[src/rtl/game_pkg.sv]
// Shared definitions for the game input path: key FSM state codes, key bit indices
// and a width helper used to validate counter sizing at elaboration.
package game_pkg;

  localparam logic [2:0] IDLE  = 3'd0;
  localparam logic [2:0] DB_DN = 3'd1;
  localparam logic [2:0] HELD  = 3'd2;
  localparam logic [2:0] DB_UP = 3'd3;
  localparam logic [2:0] LOCK  = 3'd4;

  localparam int unsigned KEY_UP = 1;
  localparam int unsigned KEY_DN = 0;

  function automatic logic fits_width(input int unsigned val, input int unsigned w);
    if (w >= 32) return 1'b1;
    return (val >> w) == 0;
  endfunction

endpackage

[src/rtl/btn_channel.sv]
// One key: 2-flop synchronizer, debounce/lock FSM and, with BTN_AUTOREPEAT_EN,
// the hold-to-repeat counter. Emits a one-cycle pulse request and the debounced level.
module btn_channel
  import game_pkg::*;
#(
  parameter int unsigned DEBOUNCE_CYC = 500000,
`ifdef BTN_AUTOREPEAT_EN
  parameter int unsigned REPEAT_DELAY = 25000000,
  parameter int unsigned REPEAT_RATE  = 10000000,
`endif
  parameter int unsigned CNT_W        = 25
) (
  input  logic clk_i,
  input  logic rst_ni,
  input  logic power_i,
  input  logic key_ni,
  output logic req_o,
  output logic pressed_o
);

  localparam logic [CNT_W-1:0] DB_LAST = CNT_W'(DEBOUNCE_CYC - 1);

  logic [1:0]       sync_q;
  logic             s;
  logic [2:0]       state_q, state_d;
  logic [CNT_W-1:0] cnt_q, cnt_d;
  logic [CNT_W-1:0] cnt_inc;
  logic             cnt_last;
  logic             db_req;

  always_ff @(posedge clk_i or negedge rst_ni) begin
    if (!rst_ni) begin
      sync_q <= '1;
    end else begin
      sync_q <= {sync_q[0], key_ni};
    end
  end

  assign s        = sync_q[1];
  assign cnt_last = (cnt_q == DB_LAST);
  assign cnt_inc  = (cnt_q == '1) ? cnt_q : cnt_q + 1'b1;

  // Every state transition clears the counter so each state counts from zero.
  always_comb begin
    state_d = state_q;
    cnt_d   = cnt_q;
    db_req  = 1'b0;
    case (state_q)
      IDLE: begin
        if (!s) begin
          state_d = DB_DN;
          cnt_d   = '0;
        end
      end
      DB_DN: begin
        if (s) begin
          state_d = IDLE;
          cnt_d   = '0;
        end else if (cnt_last) begin
          cnt_d = '0;
          if (power_i) begin
            state_d = HELD;
            db_req  = 1'b1;
          end else begin
            state_d = LOCK;
          end
        end else begin
          cnt_d = cnt_inc;
        end
      end
      HELD: begin
        if (!power_i) begin
          state_d = LOCK;
          cnt_d   = '0;
        end else if (s) begin
          state_d = DB_UP;
          cnt_d   = '0;
        end
      end
      DB_UP: begin
        if (!s) begin
          state_d = HELD;
          cnt_d   = '0;
        end else if (cnt_last) begin
          state_d = IDLE;
          cnt_d   = '0;
        end else begin
          cnt_d = cnt_inc;
        end
      end
      LOCK: begin
        if (!s) begin
          cnt_d = '0;
        end else if (cnt_last) begin
          state_d = IDLE;
          cnt_d   = '0;
        end else begin
          cnt_d = cnt_inc;
        end
      end
      default: begin
        state_d = IDLE;
        cnt_d   = '0;
      end
    endcase
  end

  always_ff @(posedge clk_i or negedge rst_ni) begin
    if (!rst_ni) begin
      state_q <= IDLE;
      cnt_q   <= '0;
    end else begin
      state_q <= state_d;
      cnt_q   <= cnt_d;
    end
  end

  assign pressed_o = (state_q == HELD) || (state_q == DB_UP);

`ifdef BTN_AUTOREPEAT_EN
  localparam logic [CNT_W-1:0] RPT_FIRST = CNT_W'(REPEAT_DELAY - 1);
  localparam logic [CNT_W-1:0] RPT_NEXT  = CNT_W'(REPEAT_RATE - 1);

  logic [CNT_W-1:0] rcnt_q, rcnt_d;
  logic             rfirst_q, rfirst_d;
  logic             rpt_req;

  // rfirst selects the initial delay until the first repeat has fired.
  always_comb begin
    rcnt_d   = rcnt_q;
    rfirst_d = rfirst_q;
    rpt_req  = 1'b0;
    if (state_q == DB_DN) begin
      rcnt_d   = '0;
      rfirst_d = 1'b1;
    end else if ((state_q == HELD) && power_i) begin
      if (rcnt_q == (rfirst_q ? RPT_FIRST : RPT_NEXT)) begin
        rpt_req  = 1'b1;
        rcnt_d   = '0;
        rfirst_d = 1'b0;
      end else begin
        rcnt_d = (rcnt_q == '1) ? rcnt_q : rcnt_q + 1'b1;
      end
    end else begin
      rcnt_d = '0;
    end
  end

  always_ff @(posedge clk_i or negedge rst_ni) begin
    if (!rst_ni) begin
      rcnt_q   <= '0;
      rfirst_q <= 1'b1;
    end else begin
      rcnt_q   <= rcnt_d;
      rfirst_q <= rfirst_d;
    end
  end

  assign req_o = db_req | rpt_req;
`else
  assign req_o = db_req;
`endif

endmodule

[src/rtl/button_conditioner.sv]
// Conditions the raw active-low up/down keys into one-cycle active-low move pulses.
// Define BTN_AUTOREPEAT_EN to enable hold-to-repeat in each key channel.
module button_conditioner
  import game_pkg::*;
#(
  parameter int unsigned DEBOUNCE_CYC = 500000,
  parameter int unsigned REPEAT_DELAY = 25000000,
  parameter int unsigned REPEAT_RATE  = 10000000,
  parameter int unsigned CNT_W        = 25
) (
  input  logic       cin,
  input  logic       rst_n,
  input  logic       power,
  input  logic [1:0] key_n,
  output logic [1:0] button,
  output logic [1:0] pressed
);

  if ((DEBOUNCE_CYC < 2) || !fits_width(DEBOUNCE_CYC, CNT_W) ||
      !fits_width(REPEAT_DELAY, CNT_W) || !fits_width(REPEAT_RATE, CNT_W)) begin : g_cfg_err
    $error("button_conditioner: DEBOUNCE_CYC < 2 or CNT_W too narrow for counters");
  end

  logic [1:0] req;
  logic [1:0] button_q, button_d;

  btn_channel #(
    .DEBOUNCE_CYC(DEBOUNCE_CYC),
`ifdef BTN_AUTOREPEAT_EN
    .REPEAT_DELAY(REPEAT_DELAY),
    .REPEAT_RATE (REPEAT_RATE),
`endif
    .CNT_W       (CNT_W)
  ) u_up (
    .clk_i    (cin),
    .rst_ni   (rst_n),
    .power_i  (power),
    .key_ni   (key_n[KEY_UP]),
    .req_o    (req[KEY_UP]),
    .pressed_o(pressed[KEY_UP])
  );

  btn_channel #(
    .DEBOUNCE_CYC(DEBOUNCE_CYC),
`ifdef BTN_AUTOREPEAT_EN
    .REPEAT_DELAY(REPEAT_DELAY),
    .REPEAT_RATE (REPEAT_RATE),
`endif
    .CNT_W       (CNT_W)
  ) u_dn (
    .clk_i    (cin),
    .rst_ni   (rst_n),
    .power_i  (power),
    .key_ni   (key_n[KEY_DN]),
    .req_o    (req[KEY_DN]),
    .pressed_o(pressed[KEY_DN])
  );

  // Simultaneous requests cancel each other; the channels carry on regardless.
  always_comb begin
    button_d         = '1;
    button_d[KEY_UP] = ~(req[KEY_UP] & ~req[KEY_DN] & power);
    button_d[KEY_DN] = ~(req[KEY_DN] & ~req[KEY_UP] & power);
  end

  always_ff @(posedge cin or negedge rst_n) begin
    if (!rst_n) begin
      button_q <= '1;
    end else begin
      button_q <= button_d;
    end
  end

  assign button = button_q;

endmodule

[config.mk]
export PLATFORM = sky130hd
export DESIGN_NAME = button_conditioner
export DESIGN_NICKNAME = d
export VERILOG_FILES = /design/src/rtl/game_pkg.sv /design/src/rtl/btn_channel.sv /design/src/rtl/button_conditioner.sv
export SDC_FILE = /design/constraint.sdc
export NUM_CORES = 1
export LEC_CHECK = 0
export ABC_AREA = 1
export CORE_MARGIN = 2
export CORE_UTILIZATION = 25
export CTS_CLUSTER_SIZE = 28
export DETAILED_ROUTE_END_ITERATION = 8
export GPL_TIMING_DRIVEN = 0
export SLEW_MARGIN = 20
export SYNTH_ARGS = -nofsm -noshare
export SYNTH_HDL_FRONTEND = slang
export SYNTH_SLANG_ARGS = --single-unit
[constraint.sdc]
create_clock -name cin -period 3.55 [get_ports cin]
set_input_delay 0.71 -clock cin [delete_from_list [all_inputs] [get_ports cin]]
set_output_delay 0.71 -clock cin [all_outputs]
set_load 0.05 [all_outputs]
Yosys cells after proc, flatten, opt, wreduce, memory -nomap -nowiden --
Index checks and enable logic that the tools add are counted.
Storage, ports and cells: register bits after elaboration 62, bits of input ports 5, logic and storage cells 89
Cells by class: add/subtract/negate cells 2, equality and inequality tests 20, mux-type cells 42, bitwise operators 8, reductions and logical operators 10
Operator list (number):
- two-way mux 25 bit | 14
- case mux 25 bit (4 select lines) | 2
- two-way mux 3 bit | 17
- adder 25 x 1 -> 25 bit, second input constant | 2
- == test 25 x 19 -> 1 bit, second input constant | 2
- == test 25 bit, second input constant | 2
- case mux 3 bit (5 select lines) | 2
- == test 3 x 2 -> 1 bit, second input constant | 4
- AND reduction 4 bit | 2
- two-way mux 1 bit | 7
- == test 3 x 1 -> 1 bit, second input constant | 2
- == test 3 bit, second input constant | 2
- zero test 3 bit | 2
- inequality test 3 x 1 -> 1 bit, second input constant | 2
- inequality test 3 x 2 -> 1 bit, second input constant | 2
- AND 1 bit | 4
- inequality test 2 x 1 -> 1 bit, second input constant | 2
- inequality test 2 bit, second input constant | 2
- inverter 1 bit | 4
- AND reduction 2 bit | 2
- OR reduction 2 bit | 2
- logical OR 1 bit | 2

Logic depth before layout (Yosys ltp) --
Gate-level depths: netlist (run 1).
word-level depth 8, mapped depth 12, gate-level depth less buffers 12

Hierarchy --
Synthesis (run 1) repeated with hierarchy kept, for this count alone.
Second synthesis, totals: cell total of the unflattened synthesis 718, area total of the unflattened synthesis 4712.0 µm²
Modules (own cells, without submodules):
- btn_channel (u_up) | instances 1, cells each 349, area each 2334.7 µm², seq. area each 753.2 µm²
- btn_channel (u_dn) | instances 1, cells each 363, area each 2307.2 µm², seq. area each 753.2 µm²
- button_conditioner | instances 1, cells each 6, area each 70.1 µm², seq. area each 52.6 µm²

Worst setup path after synthesis (run 1) --
Ideal clock, no wire load.
path type register to register, from register u_up.cnt_q[0], to register u_up.cnt_q[1], setup time 120 ps, arrival time 1589 ps, data required time 3430 ps, path slack 1840 ps, cell stages (with the launch flop) 12, clock period less this slack 1710 ps, cell sequence dfrtp_1 > ha_1 > nand2_2 > nor2_4 > nand2_4 > nor2_8 > nand3_4 > nand2_4 > inv_2 > buf_6 > o211ai_1 > inv_1
Between the ends: word-level cells in the longest chain between the ends 5
Ends and longest elaborated chain:
- start: declaration | line btn_channel.sv:26 | logic [CNT_W-1:0] cnt_q, cnt_d;
- start signal: assignment | line btn_channel.sv:114 | cnt_q <= cnt_d;
- adder 25 x 1 -> 25 bit / == test 25 bit (equally long branches) | line btn_channel.sv:41 | assign cnt_inc = (cnt_q == '1) ? cnt_q : cnt_q + 1'b1;
- two-way mux 25 bit | line btn_channel.sv:41
- two-way mux 25 bit * | line btn_channel.sv:59, btn_channel.sv:84, btn_channel.sv:94
- two-way mux 25 bit, on equally long branches | line btn_channel.sv:81, btn_channel.sv:56
- case mux 25 bit (4 select lines) * | line btn_channel.sv:48 | case (state_q)
Every way passes the cells marked *; elsewhere a longest branch is shown, timed or not. A chain may end at the register's enable or synchronous reset.

Worst setup path after layout (run 1) --
from register u_dn.state_q[1], to output pressed[0]
Between the ends: word-level cells in the longest chain between the ends 2
Ends and longest elaborated chain:
- start: declaration | line btn_channel.sv:25 | logic [2:0] state_q, state_d;
- start signal: assignment | line btn_channel.sv:113 | state_q <= state_d;
- == test 3 x 2 -> 1 bit | line btn_channel.sv:118 | assign pressed_o = (state_q == HELD) || (state_q == DB_UP);
- logical OR 1 bit * | line btn_channel.sv:118
- end: declaration | line button_conditioner.sv:16 | output logic [1:0] pressed
Marks and branches as above.

==> results of run 1 <==
synthesized netlist by cell type, drive strengths merged:
library cell and n:
nor3 24, a21oi 13, dfstp 6, clkinv 2, buf 9, dfrtp 56, clkbuf 3, and2 1
nor2 102, inv 76, nand3b 5, nand3 100, o21ai 21, o21bai 3, and3 2, nand4 30
xor2 7, ha 2, nor3b 1, or2 4, nand2 204, nor4 1, o211ai 9
critical path: stages (launching register included):
cell             delay, ns
dfrtp_1               0.48
inv_2                 0.08
nor2_1                0.15
buf_4                 0.13
clkdlybuf4s50_1       0.80
per-layer routing:
layer / vias to the layer above / GRT usage, % / share of wire, %
li1: 2271 / - / -
met1: 2056 / 18.3 / 49
met2: 115 / 20.6 / 45
met3: 13 / 1.10 / 3.8
met4: 0 / 5.26 / 1.9
met5: - / 0 / 0
state kept, by name, summed over array words and instances (netlist names):
name and count:
u_up.sync_q 2, u_up.state_q 3, u_dn.cnt_q 25, u_up.cnt_q 25
button 2, u_dn.sync_q 2, u_dn.state_q 3
cell families after synthesis:
| group | synth area share, % |
|---|---|
| AND/OR/NAND/NOR | 49.5 |
| buffers and inverters | 8.04 |
| flip-flops | 34.4 |
| AO/OA/AOI/OAI | 6.16 |
| XOR/XNOR | 1.35 |
| adder cells (fa/ha/maj) | 0.552 |
power by group through the flow:
stage          sequential [mW]  clock, mW  combinational (mW)
5_1_grt                  0.842       1.01               0.832
6_report                 0.832      0.959               0.742
4_1_cts                  0.832      0.978               0.745
3_3_place_gp             0.843          0               0.735
2_1_floorplan            0.829          0               0.550
3_5_place_dp             0.844          0               0.741
per-stage QoR:
stage | worst slack, ns | utilization, %
floorplan | 1.84 | -
global placement | -0.458 | 27.3
detailed placement | 1.20 | 27.4
CTS | 0.826 | 29.2
global route | 0.773 | 29.2
finish | 0.867 | 29.2
path summary, 6_finish.rpt:
path                                  from        endpoint  slack, ns  cells after the start
min in group cin            u_dn.sync_q[0]  u_dn.sync_q[1]       0.36                      0
hold / removal                       rst_n  u_up.cnt_q[10]       0.22                      1
hold reg to reg             u_dn.sync_q[0]  u_dn.sync_q[1]       0.36                      0
max in group asynchronous            rst_n  u_dn.sync_q[1]       2.78                      2
setup reg to reg             u_dn.cnt_q[0]   u_dn.cnt_q[3]       1.35                     10
setup / recovery           u_dn.state_q[1]      pressed[0]       0.87                      4
cell type report:
class	instances	area [um2]	area share [%]
multi-input combinational	529	2610	49.8
sequential	62	1560	29.8
inverter	78	295	5.64
tap	229	287	5.47
clock buffer	9	225	4.30
clock inverter	7	98.8	1.89
timing repair buffer	8	95.1	1.82
buffer	12	68.8	1.31
==> results by group, run 1 <==
Status
  • Status: complete, no violations

Global routing
  • First-pass GRT wire length: between 20000 and 25000 um
  • Overall overflow remaining after global route: 0
  • Overall Global Routing Usage: ~13%
  • Maximum number of pins on one net before global-route repair: 51
  • Vias in the first global route: between 4000 and 5000
  • Number of antenna violations at the first check in global routing: 0

Worst setup path
  • Nature of the critical path endpoint: output pin
  • Crit Path Class: flop to output pin
  • Startpoint types: flop
  • Maximum fanout count along the critical path: 5
  • Data arrival time of the critical path: 1.97 ns
  • Worst endpoint required time: 2.84 ns

Floorplanning
  • Die Wd: approximately 140 um
  • Top-level I/O count: 9
  • Cell Rows: 49
  • Die area: approximately 0.019 mm2
  • Die H: roughly 140 um
  • Core area: 0.0179 mm2
  • Effective utilization at floorplan: about a quarter

Timing
  • Clock Skews: between 0.007 and 0.008 ns
  • Min cycle time layout: 2.68 ns
  • Slew at the pin closest to its max-slew limit: roughly 0.8 ns
  • RSZ-0062 raised after global routing: false
  • Hold Vio Cnt, Final: 0
  • Final-layout setup total negative slack: 0 ns
  • Final clock period utilization by the worst path: roughly 76%
  • Setup violations, final: 0
  • Hold WS: about 0.22 ns
  • Worst slew margin: around 45%
  • Pins Over Slew Limit: 0
  • Max frequency: 0.373 GHz

Drt
  • Number of vias in the routed layout: 4455
  • Routed Antenna Nets: 0
  • Drt via density: between 4 and 5
  • First drt pass iteration count: 5
  • DRC Markers: 0
  • DR WL/cell: between 10 and 15 um
  • Number of DRC violations after detailed-routing iteration 0: 399
  • Total Wirelength: ~12000 um

Clock network
  • Clock-pin slew reported for the worst setup and hold paths after clock tree synthesis: 0.06 ns
  • Number of gates given a new drive strength after cts: 0
  • Cts-stage hold buffer count: 0
  • Clock latency reported for the late side of the worst-skew pair: about 0.34 ns
  • Cts bufs inserted: 9
  • TritonCTS clock tree: yes
  • Number of buffers on the longest clock path: 2
  • Root buffer cell: clkbuf_16
  • Sink count of the clock tree: slightly above 60
  • Number of setup buffers added after CTS: 0
  • Number of levels in the clock H-tree: 3

Cells and area
  • Final Cell Area: 0.00524 mm2
  • Final antenna diode count: 0
  • Post-route non-filler standard cell count: approximately 930
  • Share of final-layout standard cells stronger than drive strength 1: 12.5%
  • Layout overhead on the synthesized area: 15.6%
  • Nets: just over 700
  • Commonest non-fill, non-tap cells in the layout: nand2_1, nand3_1, nor2_1, inv_1, dfrtp_1
  • Commonest non-fill, non-tap cell in the layout: nand2_1
  • Fill cell total of the finished layout: 1953

Synthesis
  • Count of distinct cell types in the synthesized netlist: 39
  • Cell types occupying the most area after synthesis: dfrtp_1, nand2_1, nand3_1
  • Top cell type by total area after synthesis: dfrtp_1
  • Synthesized netlist cell count: between 600 and 700
  • Portion of the post-synthesis area used by sequential elements: 34.4%
  • Warnings from Yosys: 0
  • Syn nets: 688
  • Post-Synthesis Mean Instance Area: ~6.7 um2
  • Share of the synthesized area in the top cell type: 30.9%
  • #FFs+latches synth: a little over 60
  • Cell area after synthesis: 0.00453 mm2

Flow run
  • Number of maximum-capacitance constraint violations: 0

Pwr
  • Proportion of power drawn by combinational gates: slightly below 30%
  • Switching part of the total: about 37%
  • Sequential group share of total power: approximately 33%
  • Total power draw: roughly 2.5 mW
  • Pwr per Cell Area: 484 mW/mm2
  • Peak supply drop: roughly 0.36 mV
  • Net switching power of the design: ~940 uW
  • Pint: 1.59 mW
  • Static Leakage: around 2.2 nW
  • Part of the total power dissipated in the clock network: a little under two fifths

Placement
  • Total instance count after detailed placement: 918
  • RD Place Congestion: 0.939
  • Detailed-placement wirelength estimate: 8920 um
  • Number of buffers added on ports: 7
  • Area after detailed placement: just under 0.005 mm2

Hold path
  • Class of the tightest hold or removal check: primary input to asynchronous set/reset pin
Note: power is estimated with default switching activity, not from simulation.
==> run 2: changes to the inputs <==
==> constraint.sdc (replaced) <==
create_clock -name cin -period 2.39 [get_ports cin]
set_input_delay 0.478 -clock cin [delete_from_list [all_inputs] [get_ports cin]]
set_output_delay 0.478 -clock cin [all_outputs]
set_load 0.05 [all_outputs]
==> run 2 against run 1 <==
  * Clock power increased by 48%
  * Sequential power increased by 49%
  * Critical path type unchanged
  * Sequential share of layout area about the same
  * Worst hold slack improved by 0.14 ns
  * Core utilization about the same
  * Count of clock-buffer cells in the layout unchanged
  * Non-clock buffer count increased by 1
  * Global-route usage unchanged
==> results by group, run 2 (synthesized netlist as in run 1, its figures left out) <==
Timing
  • Setup violations, final: 0 (unchanged)
  • Min cycle time layout: 2.28 ns
  • Worst slew margin: 43.3% (was 44.8%)
  • Clock Skews: 0.00646 ns (was 0.00704 ns)
  • Hold Vio Cnt, Final: 0 (unchanged)
  • Final clock period utilization by the worst path: approximately 95%
  • Pins Over Slew Limit: 0 (unchanged)
  • Final-layout setup total negative slack: 0 ns (unchanged)
  • Slew at the pin closest to its max-slew limit: 0.844 ns (was 0.822 ns)
  • RSZ-0062 raised after global routing: false (unchanged)
  • Max frequency: between 0.4 and 0.5 GHz
  • Final worst slack: 0.108 ns (was 0.867 ns)

Worst setup path
  • Bufs and invs on worst path: 3 (unchanged)
  • Worst endpoint required time: 1.91 ns (was 2.84 ns)
  • Maximum fanout count along the critical path: 4 (was 5)
  • Largest stage delay on the critical path: 0.79 ns (was 0.80 ns)
  • Nature of the critical path endpoint: output pin (unchanged)
  • Crit path cell chain: inv_1 -> nor2_1 -> buf_4 -> clkdlybuf4s50_1 (was inv_2 -> nor2_1 -> buf_4 -> clkdlybuf4s50_1)
  • Startpoint types: flop (unchanged)
  • Cell count of the worst reg-to-reg path: 10 (unchanged)
  • Family of cells with the greatest summed delay on the critical path: buffers and inverters (unchanged)
  • Stages on worst setup path: 4 (unchanged)
  • Crit Path Class: flop to output pin (unchanged)
  • Data arrival time of the critical path: 1.80 ns (was 1.97 ns)
  • Critical path's slowest cell: clkdlybuf4s50_1 (unchanged)

Global routing
  • Maximum number of pins on one net before global-route repair: 51 (unchanged)
  • Overall Global Routing Usage: 13.0% (unchanged)
  • First-pass GRT wire length: 20800 um (unchanged)
  • Vias in the first global route: 4261 (unchanged)
  • Number of antenna violations at the first check in global routing: 0 (unchanged)
  • Overall overflow remaining after global route: 0 (unchanged)

Hold path
  • Class of the tightest hold or removal check: flop to flop (was primary input to asynchronous set/reset pin)
  • Hold Path Cell Cnt: 0

Pwr
  • Pwr per Cell Area: 717 mW/mm2 (was 484 mW/mm2)
  • Static Leakage: 2.20 nW (about the same)
  • Peak supply drop: 0.533 mV (was 0.356 mV)

Placement
  • Setup slack at placement: 0.191 ns (was 1.20 ns)
  • RD Place Congestion: 0.939 (unchanged)
  • Detailed-placement wirelength estimate: 8920 um (unchanged)
  • Number of buffers added on ports: 7 (unchanged)

Cells and area
  • Share of final-layout standard cells stronger than drive strength 1: 12.5% (about the same)
  • Registers with the most flip-flops: u_dn.cnt_q: 25 flops, u_up.cnt_q: 25 flops (unchanged)
  • Nets: 708 (was 707)
  • Commonest non-fill, non-tap cells in the layout: nand2_1, nand3_1, nor2_1, inv_1, dfrtp_1 (unchanged)
  • Final antenna diode count: 0 (unchanged)
  • Layout overhead on the synthesized area: 15.8% (was 15.6%)
  • Commonest non-fill, non-tap cell in the layout: nand2_1 (unchanged)

Drt
  • DR WL/cell: 12.7 um (about the same)
  • DRC Markers: 0 (unchanged)
  • Number of vias in the routed layout: 4468 (was 4455)
  • Number of DRC violations after detailed-routing iteration 0: 363 (was 399)
  • Drt via density: 4.78 (was 4.77)
  • Total Wirelength: 11800 um (about the same)
  • First drt pass iteration count: 5 (unchanged)
  • Routed Antenna Nets: 0 (unchanged)

Floorplanning
  • Die H: 139 um (unchanged)
  • Cell Rows: 49 (unchanged)
  • Die Wd: 139 um (unchanged)
  • Die area: 0.0192 mm2 (unchanged)
  • Top-level I/O count: 9 (unchanged)
  • Effective utilization at floorplan: 25.3% (unchanged)
  • Core area: 0.0179 mm2 (unchanged)

Status
  • Status: complete, no violations (unchanged)

Clock network
  • Clock-pin slew reported for the worst setup and hold paths after clock tree synthesis: 0.05 ns (was 0.06 ns)
  • Root buffer cell: clkbuf_16 (unchanged)
  • Sink count of the clock tree: 62 (unchanged)
  • Clock latency reported for the late side of the worst-skew pair: 0.34 ns (about the same)
  • TritonCTS clock tree: yes (unchanged)
  • Number of setup buffers added after CTS: 0 (unchanged)
  • Number of buffers on the longest clock path: 2 (unchanged)
  • Number of levels in the clock H-tree: 3 (unchanged)
  • Cts bufs inserted: 9 (unchanged)

Flow run
  • Number of maximum-capacitance constraint violations: 0 (unchanged)
-- run 2: final cells by class --
cell class	count	area, um2
tap	229	287
clock inverter	7	98.8
clock buffer	9	225
sequential	62	1560
timing repair buffer	9	104
fill	1953	12700
inverter	78	295
multi-input combinational	529	2610
buffer	12	68.8
-- run 2: power by group --
part | leakage [nW] | internal, mW | switching, mW | total, mW
combinational | 1.22 | 0.314 | 0.785 | 1.10
sequential | 0.837 | 1.13 | 0.107 | 1.24
clock | 0.144 | 0.913 | 0.512 | 1.42
-- run 2: per-stage QoR --
| step | util [%] | hold slack (ns) | cells | total power [mW] | instance area [um2] |
|---|---|---|---|---|---|
| after floorplan | - | 0.182 | 681 | 2.05 | 4530 |
| after global placement | 27.3 | 0.346 | 917 | 2.34 | 4890 |
| after detailed placement | 27.4 | 0.349 | 918 | 2.35 | 4910 |
| after CTS | 29.3 | 0.357 | 935 | 3.79 | 5250 |
| after global routing | 29.3 | 0.358 | 935 | 3.99 | 5250 |
| final | 29.3 | 0.355 | 935 | 3.76 | 5250 |
-- run 2: path summary, 6_finish.rpt --
path                                 start             end  slack, ns
max in group asynchronous            rst_n  u_dn.sync_q[1]       1.30
min                         u_dn.sync_q[0]  u_dn.sync_q[1]       0.36
min in group asynchronous            rst_n  u_up.cnt_q[10]       0.53
min reg2reg                 u_dn.sync_q[0]  u_dn.sync_q[1]       0.36
max                        u_up.state_q[1]      pressed[1]       0.11
max reg2reg                  u_dn.cnt_q[0]   u_dn.cnt_q[3]       0.19
-- run 2: repair_timing --
item | in CTS | in global routing
gates resized for setup | 1 | 0
hold buffers | 1 | 0
endpoints found under the setup margin | 1 | 0
hold endpoints to repair | 10 | 0
-- run 2: layer usage --
layer  GRT usage [%]  share of wire (%)
met5               0                  0
met4            5.26                1.9
met3            1.10                3.7
met2            20.6                 45
met1            18.3                 49
==> run 3: changes to the inputs <==
--- a/config.mk
+++ b/config.mk
@@ -7,7 +7,7 @@
 export LEC_CHECK = 0
 export ABC_AREA = 1
 export CORE_MARGIN = 2
-export CORE_UTILIZATION = 25
+export CORE_UTILIZATION = 35
 export CTS_CLUSTER_SIZE = 28
 export DETAILED_ROUTE_END_ITERATION = 8
 export GPL_TIMING_DRIVEN = 0
==> run 3 against run 2 <==
  * Register-to-register slack better by 0.07 ns
  * Wire length increased by 5.0%
  * Worst setup slack gained 0.011 ns
  * Critical path depth unchanged
  * Critical path type unchanged
  * Combinational power about the same
  * Highest routed layer unchanged
==> results by group, run 3 (synthesized netlist as in run 1, its figures left out) <==
Drt
  • Routed wl met2: 6250 um (was 5340 um)
  • Routed Antenna Nets: 0 (unchanged)
  • WL met3: 395 um (was 433 um)
  • Number of vias in the routed layout: 4531 (was 4468)
  • Highest Signal Layer: met4 (unchanged)
  • Met1 wire length: 5490 um (was 5840 um)
  • Total Wirelength: 12400 um (was 11800 um)
  • Drt via density: 5.16 (was 4.78)
  • DR WL/cell: 14.2 um (was 12.7 um)
  • First drt pass iteration count: 5 (unchanged)
  • DRC Markers: 0 (unchanged)
  • Number of DRC violations after detailed-routing iteration 0: 288 (was 363)

Timing
  • Slew at the pin closest to its max-slew limit: 0.872 ns (was 0.844 ns)
  • Clock Skews: 0.00627 ns (was 0.00646 ns)
  • Pins Over Slew Limit: 0 (unchanged)
  • Setup violations, final: 0 (unchanged)
  • Hold WS: 0.357 ns (was 0.355 ns)
  • Final-layout setup total negative slack: 0 ns (unchanged)
  • Final clock period utilization by the worst path: 95.0% (was 95.5%)
  • Hold Vio Cnt, Final: 0 (unchanged)
  • RSZ-0062 raised after global routing: false (unchanged)
  • Max frequency: 0.440 GHz (was 0.438 GHz)
  • Worst slew margin: 41.4% (was 43.3%)
  • Min cycle time layout: 2.27 ns (was 2.28 ns)

Worst setup path
  • Crit path cell chain: inv_1 -> nor2_1 -> buf_4 -> clkdlybuf4s50_1 (unchanged)
  • Critical path's slowest cell: clkdlybuf4s50_1 (unchanged)
  • Crit Path Class: flop to output pin (unchanged)
  • Nature of the critical path endpoint: output pin (unchanged)
  • Worst R2R Start: u_dn.cnt_q[0] (unchanged)
  • Largest stage delay on the critical path: 0.78 ns (was 0.79 ns)
  • Reg-to-reg slack, setup: 0.26 ns (was 0.19 ns)
  • Bufs and invs on worst path: 3 (unchanged)
  • Family of cells with the greatest summed delay on the critical path: buffers and inverters (unchanged)
  • Worst endpoint required time: 1.91 ns (about the same)
  • Critical register-to-register path endpoint: u_dn.cnt_q[24] (was u_dn.cnt_q[3])
  • Startpoint types: flop (unchanged)
  • Data arrival time of the critical path: 1.79 ns (was 1.80 ns)
  • Cell count of the worst reg-to-reg path: 10 (unchanged)
  • Maximum fanout count along the critical path: 4 (unchanged)

Hold path
  • Hold EP: u_up.sync_q[1] (was u_dn.sync_q[1])
  • Worst hold start: u_up.sync_q[0] (was u_dn.sync_q[0])
  • Hold Path Cell Cnt: 0 (unchanged)
  • Class of the tightest hold or removal check: flop to flop (unchanged)

Global routing
  • Overall Global Routing Usage: 18.5% (was 13.0%)
  • First-pass GRT wire length: 20800 um (about the same)
  • Overall overflow remaining after global route: 0 (unchanged)
  • Maximum number of pins on one net before global-route repair: 51 (unchanged)
  • Number of antenna violations at the first check in global routing: 0 (unchanged)
  • Vias in the first global route: 4220 (was 4261)

Clock network
  • Clock-pin slew reported for the worst setup and hold paths after clock tree synthesis: 0.05 ns (about the same)
  • Clock latency reported for the late side of the worst-skew pair: 0.34 ns (about the same)
  • Number of buffers on the longest clock path: 2 (unchanged)
  • Sink count of the clock tree: 62 (unchanged)
  • Cts bufs inserted: 9 (unchanged)
  • TritonCTS clock tree: yes (unchanged)
  • Root buffer cell: clkbuf_16 (unchanged)
  • Number of setup buffers added after CTS: 0 (unchanged)
  • Number of levels in the clock H-tree: 3 (unchanged)

Floorplanning
  • Effective utilization at floorplan: 35.9% (was 25.3%)
  • Core area: 0.0126 mm2 (was 0.0179 mm2)
  • Top-level I/O count: 9 (unchanged)
  • Cell Rows: 41 (was 49)
  • Die Wd: 118 um (was 139 um)
  • Die H: 118 um (was 139 um)
  • Die area: 0.0139 mm2 (was 0.0192 mm2)

Cells and area
  • Fill cell total of the finished layout: 1350 (was 1953)
  • Share of final-layout standard cells stronger than drive strength 1: 12.2% (was 12.5%)
  • Commonest non-fill, non-tap cell in the layout: nand2_1 (unchanged)
  • Final antenna diode count: 0 (unchanged)
  • Nets: 708 (unchanged)
  • Registers with the most flip-flops: u_dn.cnt_q: 25 flops, u_up.cnt_q: 25 flops (unchanged)
  • Layout overhead on the synthesized area: 13.2% (was 15.8%)
  • Commonest non-fill, non-tap cells in the layout: nand2_1, nand3_1, nor2_1, inv_1, dfrtp_1 (unchanged)

Status
  • Status: complete, no violations (unchanged)

Placement
  • Detailed-placement wirelength estimate: 9510 um (was 8920 um)
  • RD Place Congestion: 0.934 (was 0.939)
  • Number of buffers added on ports: 7 (unchanged)

Pwr
  • Total power draw: 3.58 mW (was 3.76 mW)
  • Static Leakage: 2.19 nW (was 2.20 nW)
  • Pwr per Cell Area: 697 mW/mm2 (was 717 mW/mm2)
  • Peak supply drop: 0.375 mV (was 0.533 mV)

Flow run
  • Number of maximum-capacitance constraint violations: 0 (unchanged)
## run 3: where the power goes
group	switching (mW)	total, mW	internal, mW	leakage, nW
sequential	0.110	1.24	1.13	0.837
combinational	0.784	1.10	0.314	1.22
clock	0.482	1.24	0.757	0.132
## run 3: layer usage
layer / global-route usage [%] / vias to the layer above
met5: 0 / -
met4: 7.38 / 0
met3: 3.10 / 24
met2: 32.7 / 102
met1: 22.4 / 2132
li1: - / 2273
## run 3: how the worst max path moves through the flow
stage | slack (ns) | cells past startpoint | startpoint | end
after floorplan | 0.68 | 11 | u_up.cnt_q[0] | u_up.cnt_q[1]
after global placement | -1.42 | 1 | rst_n | u_up.state_q[0]
after detailed placement | 0.28 | 10 | u_dn.cnt_q[0] | u_dn.cnt_q[7]
after CTS | 0.10 | 4 | u_up.state_q[1] | pressed[1]
after global routing | 0.05 | 4 | u_up.state_q[1] | pressed[1]
final | 0.12 | 4 | u_up.state_q[1] | pressed[1]
## run 3: final cells by class
type                    instances  area [um2]  share of cell area (%)
flip-flops and latches         62        1560                    30.4
plain buffers                  12        68.8                    1.34
clock buffers                  13         260                    5.07
well taps                     172         215                    4.20
inverters                      78         295                    5.76
clock inverters                 3        20.0                   0.390
repair buffers                  9         104                    2.02
multi-input cells             529        2610                    50.8
## run 3: repair_timing
item,in CTS,in global routing
setup endpoints to repair,1,0
gates resized for setup,1,0
hold buffers,1,0
endpoints found under the hold margin,1,0
## run 3: through the flow
step,cell area (um2),util (%),setup WS (ns),cells
after floorplan,4530,-,0.680,681
after global placement,4820,38.2,-1.42,860
after detailed placement,4840,38.4,0.285,861
after CTS,5130,40.7,0.104,878
after global routing,5130,40.7,0.0550,878
final,5130,40.7,0.119,878
